## src/rtl/calc_sequencer.sv

```systemverilog
// Command sequencer for an external combinational 3-bit-OP calculator.
// Keeps an accumulator, issues A=acc/B=operand, and returns R/ovf over a valid/ready response channel.
module calc_sequencer #(
  parameter int W    = 16,
  parameter int CNTW = 8
) (
  input  logic            clk,
  input  logic            rst,
  input  logic            cmd_valid_i,
  output logic            cmd_ready_o,
  input  logic            cmd_load_i,
  input  logic [2:0]      cmd_op_i,
  input  logic [W-1:0]    cmd_data_i,
  output logic            rsp_valid_o,
  input  logic            rsp_ready_i,
  output logic [W-1:0]    rsp_r_o,
  output logic            rsp_ovf_o,
  output logic            sticky_ovf_o,
  input  logic            clr_ovf_i,
  output logic [CNTW-1:0] ops_done_o,
  output logic [W-1:0]    acc_o,
  output logic [2:0]      calc_op_o,
  output logic [W-1:0]    calc_a_o,
  output logic [W-1:0]    calc_b_o,
  input  logic [W-1:0]    calc_r_i,
  input  logic            calc_ovf_i
);

  typedef enum logic [1:0] {
    IDLE = 2'd0,
    EXEC = 2'd1,
    RESP = 2'd2
  } state_t;

  state_t          state_q;
  logic [W-1:0]    acc_q;
  logic [W-1:0]    rsp_r_q;
  logic            rsp_ovf_q;
  logic            sticky_q, sticky_d;
  logic [CNTW-1:0] ops_done_q, ops_done_d;
  logic [2:0]      calc_op_q;
  logic [W-1:0]    calc_a_q;
  logic [W-1:0]    calc_b_q;

  // Set beats clear when an overflow capture coincides with clr_ovf.
  always_comb begin
    sticky_d   = sticky_q;
    ops_done_d = ops_done_q;
    if (clr_ovf_i) begin
      sticky_d = 1'b0;
    end
    if (state_q == EXEC) begin
      if (calc_ovf_i) begin
        sticky_d = 1'b1;
      end
      if (ops_done_q != '1) begin
        ops_done_d = ops_done_q + CNTW'(1);
      end
    end
  end

  always_ff @(posedge clk or posedge rst) begin
    if (rst) begin
      state_q    <= IDLE;
      acc_q      <= '0;
      rsp_r_q    <= '0;
      rsp_ovf_q  <= 1'b0;
      sticky_q   <= 1'b0;
      ops_done_q <= '0;
      calc_op_q  <= '0;
      calc_a_q   <= '0;
      calc_b_q   <= '0;
    end else begin
      sticky_q   <= sticky_d;
      ops_done_q <= ops_done_d;
      case (state_q)
        IDLE: begin
          if (cmd_valid_i) begin
            if (cmd_load_i) begin
              acc_q     <= cmd_data_i;
              rsp_r_q   <= cmd_data_i;
              rsp_ovf_q <= 1'b0;
              state_q   <= RESP;
            end else begin
              calc_op_q <= cmd_op_i;
              calc_a_q  <= acc_q;
              calc_b_q  <= cmd_data_i;
              state_q   <= EXEC;
            end
          end
        end
        // calc_* have been stable for a full cycle; R/ovf are settled here.
        EXEC: begin
          rsp_r_q   <= calc_r_i;
          rsp_ovf_q <= calc_ovf_i;
          if (!calc_ovf_i) begin
            acc_q <= calc_r_i;
          end
          state_q <= RESP;
        end
        RESP: begin
          if (rsp_ready_i) begin
            state_q <= IDLE;
          end
        end
        default: state_q <= IDLE;
      endcase
    end
  end

  assign cmd_ready_o  = (state_q == IDLE) && !rst;
  assign rsp_valid_o  = (state_q == RESP);
  assign rsp_r_o      = rsp_r_q;
  assign rsp_ovf_o    = rsp_ovf_q;
  assign sticky_ovf_o = sticky_q;
  assign ops_done_o   = ops_done_q;
  assign acc_o        = acc_q;
  assign calc_op_o    = calc_op_q;
  assign calc_a_o     = calc_a_q;
  assign calc_b_o     = calc_b_q;

endmodule

```

## config.mk

```make
export PLATFORM = sky130hd
export DESIGN_NAME = calc_sequencer
export DESIGN_NICKNAME = d
export VERILOG_FILES = /design/src/rtl/calc_sequencer.sv
export SDC_FILE = /design/constraint.sdc
export NUM_CORES = 1
export LEC_CHECK = 0
export BUFFER_PORTS_ARGS = -buffer_cell sky130_fd_sc_hd__buf_2
export CAP_MARGIN = 10
export CORE_ASPECT_RATIO = 1.25
export CORE_UTILIZATION = 55
export CTS_BUF_LIST = sky130_fd_sc_hd__clkbuf_8
export CTS_CLUSTER_DIAMETER = 30
export DETAILED_ROUTE_END_ITERATION = 10
export PLACE_DENSITY = 0.87
export SYNTH_ARGS = -nofsm -noshare
export SYNTH_HDL_FRONTEND = slang
export SYNTH_SLANG_ARGS = --single-unit
export TNS_END_PERCENT = 1
```

## constraint.sdc

```tcl
create_clock -name clk -period 5.35 [get_ports clk]
set_input_delay 0.8025 -clock clk [delete_from_list [all_inputs] [get_ports clk]]
set_output_delay 0.8025 -clock clk [all_outputs]
set_load 0.05 [all_outputs]
```

# Yosys cells after proc, flatten, opt, wreduce, memory -nomap -nowiden
# Index checks and enable logic that the tools add are counted.
# word_totals
reg_bits,79
latchBits,0
ram_bits,0
romBits,0
input_bits,42
out_inout_bits,79
wordCells,42
n_memories,0
# classes
addsub,1
mul,0
div_mod_pow,0
n_lt_le_gt_ge,0
eq_ne,7
n_shift,0
mux,15
bitwise_logic,1
n_reduce_logical,9
# ops
op,n
case mux 16 bit (2 select lines),2
two-way mux 16 bit,3
adder 8 x 1 -> 8 bit (second input constant),1
!= test 8 bit (second input constant),1
two-way mux 2 bit,3
!= test 2 bit (second input constant),3
case mux 2 bit (3 select lines),1
AND reduction 3 bit,2
two-way mux 1 bit,5
AND reduction 2 bit,2
AND reduction 4 bit,1
== test 2 x 1 -> 1 bit (second input constant),1
== test 2 bit (second input constant),1
zero test 2 bit,1
!= test 2 x 1 -> 1 bit (second input constant),1
case mux 1 bit (2 select lines),1
nonzero test 2 bit,1
logical AND 1 bit,1
zero test 1 bit,1
NOT 1 bit,1

# Longest topological paths before layout
# depth
ltp_word,3
ltp_mapped,6
mapped_depth_nobuf,5

# Least setup slack after synthesis
# Ideal clock, no wire load.
# synth_timing
kind,input-to-output
startpoint,input rst
endpoint,output cmd_ready_o
arrival_time_ns,1.847
t_required_ns,4.548
setup_slack_ns,2.700
stages,1
n_path_buf,0
path_cell_list,nor3_1
# synth_between
elab_chain_cells,2
# synth_rtl
item,line_no,text
start: declaration,8,"input logic rst,"
zero test 1 bit,111,assign cmd_ready_o = (state_q == IDLE) && !rst;
logical AND 1 bit,111,
end: declaration,10,"output logic cmd_ready_o,"
# Every way passes these cells.

# Worst setup path in the final report
# layout_timing
startpoint,register state_q[0]
endpoint,output rsp_valid_o
# layout_between
elab_chain_cells,1
# layout_rtl
item,line_no,text
start: declaration,35,state_t state_q;
start signal: assignment,64,state_q <= IDLE;
start signal: assignment,83,state_q <= RESP;
start signal: assignment,88,state_q <= EXEC;
== test 2 bit,112,assign rsp_valid_o = (state_q == RESP);
end: declaration,14,"output logic rsp_valid_o,"
# Every way passes these cells.

==> impl_metrics.yaml <==
clock_network:
  clk_pin_slew_ns: 0.08
  cts_root_buffer: "clkbuf_8"
  htreeDepth: 3
  clock_sinks: 79
  clockBufferDepth: 2
  ctsResizeCount: 0
  hold_buffers: 0
  clk-insertion-delay-late_ns: 0.33
  cts_tree: "yes"
  post-cts-setup-buffers: 0
  cts_buffers: 9
sta:
  setup_viol: 0
  finClkSkew_ns: 0.00923
  slew_violations: 0
  tns_ns: 0
  tightestPinTransition_ns: 1.10
  hold_viol: 0
  max_slew_margin_pct: 26.4
  finalCritPeriodShare_pct: 39.6
  fmax_mhz: 472
  whs_ns: 0.483
  fin_ws_ns: 3.23
  timing.final.crit_period_ns: 2.12
  rsz0062_at_grt: "false"
worst_setup_path:
  crit_fanout: 7
  path_class: "flop to primary output"
  rr_startpoint: "state_q[0]"
  r2r_slack_ns: 3.26
  critPathLaunchType: "flop"
  critPathCaptureType: "primary output"
  critPathLaunch: "state_q[0]"
  cp_data_required_time_ns: 4.55
  crit_arrival_ns: 1.32
  worstRegToRegCells: 4
  worstReg2RegEnd: "ops_done_o[7]"
synth:
  ys_seq_area_share_pct: 59.3
  synth_edf_count: 0
  synth_area_mm2: 0.00333
  synthCells: 251
  synth-main-ff-cell: "dfrtp_1"
  syn_area_per_cell_um2: 13.3
  synth_nets: 294
  ys_types: 29
  synth_seq_cells: 79
  postSynth.asyncResetShare_pct: 100
  synth.yosys.warnings: 0
pwr:
  cellPowerDensity_mw_per_mm2: 680
  ir_worst_vdd_mv: 0.401
  p_total_mw: 2.79
  leakage_nw: 2.02
layout:
  area_growth_pct: 23.0
  fin_nets: 415
  post-route-util_pct: 70.5
  layout.cells.non_filler: 441
  layout-drive-gt1-share_pct: 45.6
  final_cell_mix: "buf_2, dfrtp_1, mux2_4"
  final_area_mm2: 0.00410
  layout_commonest_cell: "buf_2"
  antenna_cells: 0
  regArea_mm2: 0.00198
  multiInputGateArea_mm2: 0.00122
  nFillCells: 442
floorplan:
  dieWidth_um: 71.6
  fp.dieH_um: 89.1
  core_area_mm2: 0.00582
  ios: 121
  rows: 31
  start_util_pct: 57.3
  die-area_mm2: 0.00638
worst_hold_path:
  min-delay-start: "rsp_r_o[4]"
  hold_depth: 2
  holdCritPathClass: "flop to flop"
  worst_hold_path.endpoint: "rsp_r_o[4]"
global_route:
  grt_overflow_total: 0
  grt_pass1_vias: 2254
  grt_max_degree: 51
  grt_pass1_wl_um: 11000
  gr-usage-all-layers_pct: 23.0
  antenna_found_initial: 0
placed_design:
  pre_cts_slack_ns: 3.08
  place.gp.congestion: 0.749
  post-place-cells: 427
  dpl_cell_area_mm2: 0.00392
  numPortBuffers: 120
  hpwl_um: 4720
route:
  drc: 0
  wl_um: 6780
  wire_per_inst_um: 15.4
  via_count: 2294
  drt-vias-per-instance: 5.20
  ant_nets: 0
  drtPass1Iterations: 6
  dr.first_iter.drc_count: 114
status:
  status: "completed"
flow_run:
  cap_violations: 0
==> worst max-delay path, cell delays in order, from the launching register on <==
cell	delay (ns)
dfrtp_1	0.48
nand2b_1	0.20
inv_1	0.06
buf_2	0.25
==> layer usage <==
metal | wire length (µm) | vias to the layer above | GRT usage, %
li1 | - | 1108 | -
met1 | 2890 | 1105 | 29.4
met2 | 3490 | 72 | 38.4
met3 | 292 | 9 | 3.95
met4 | 102 | 0 | 11.2
met5 | 0 | - | 0
==> synth_stat cells (2+ instances only) <==
master    instances  area, µm²
dfrtp_1          79       1980
mux2_4           29        435
nand2_1          22       82.6
a21oi_1          20        100
nor2_1           19       71.3
o21ai_1          18       90.1
mux2i_1          16        160
mux2_1            8       90.1
buf_2             7       35.0
buf_12            4       80.1
inv_1             3       11.3
nand3_1           3       15.0
and3_1            2       12.5
nand2b_1          2       12.5
nand4_1           2       12.5
nor3_1            2       10.0
xnor2_1           2       17.5
xor2_1            2       17.5
==> worst max path at each step <==
stage                               end  slack (ns)
after global routing      ops_done_o[7]        3.11
after detailed placement     rsp_r_o[9]        3.08
after CTS                   rsp_valid_o        3.22
after floorplan                acc_o[0]        2.52
final                       rsp_valid_o        3.23
after global placement     calc_op_o[0]        3.15
==> cells by family (layout without fill, tap and decap cells) <==
logic type,Yosys count,after routing,synth area share (%)
muxes,53,53,20.6
adders and majority gates,1,1,0.375
DFF,79,79,59.3
xor gates and xnor gates,4,4,1.05
and+or+nand+nor,57,57,7.95
AOI/OAI and AO/OA,41,41,6.42
buffers and inverters,16,140,4.35
==> flip-flops by register name (all words and copies together), names as in the netlist <==
name          count
sticky_ovf_o      1
calc_b_o         16
state_q           2
rsp_r_o          16
rsp_ovf_o         1
acc_o            16
ops_done_o        8
calc_a_o         16
calc_op_o         3
==> area by class of cell <==
type / count / area share [%]
Clock buffer: 10 / 3.36
Clock inverter: 4 / 1.16
Inverter: 3 / 0.275
Multi-Input combinational cell: 156 / 29.8
Sequential cell: 79 / 48.2
Tap cell: 66 / 2.01
Timing Repair Buffer: 123 / 15.2
==> power breakdown <==
| group | internal (mW) | switching (mW) | total (mW) |
|---|---|---|---|
| Combinational | 0.368 | 1.04 | 1.41 |
| Clock | 0.222 | 0.198 | 0.420 |
| Sequential | 0.817 | 0.145 | 0.962 |
Power figures use the tool's default switching activity.
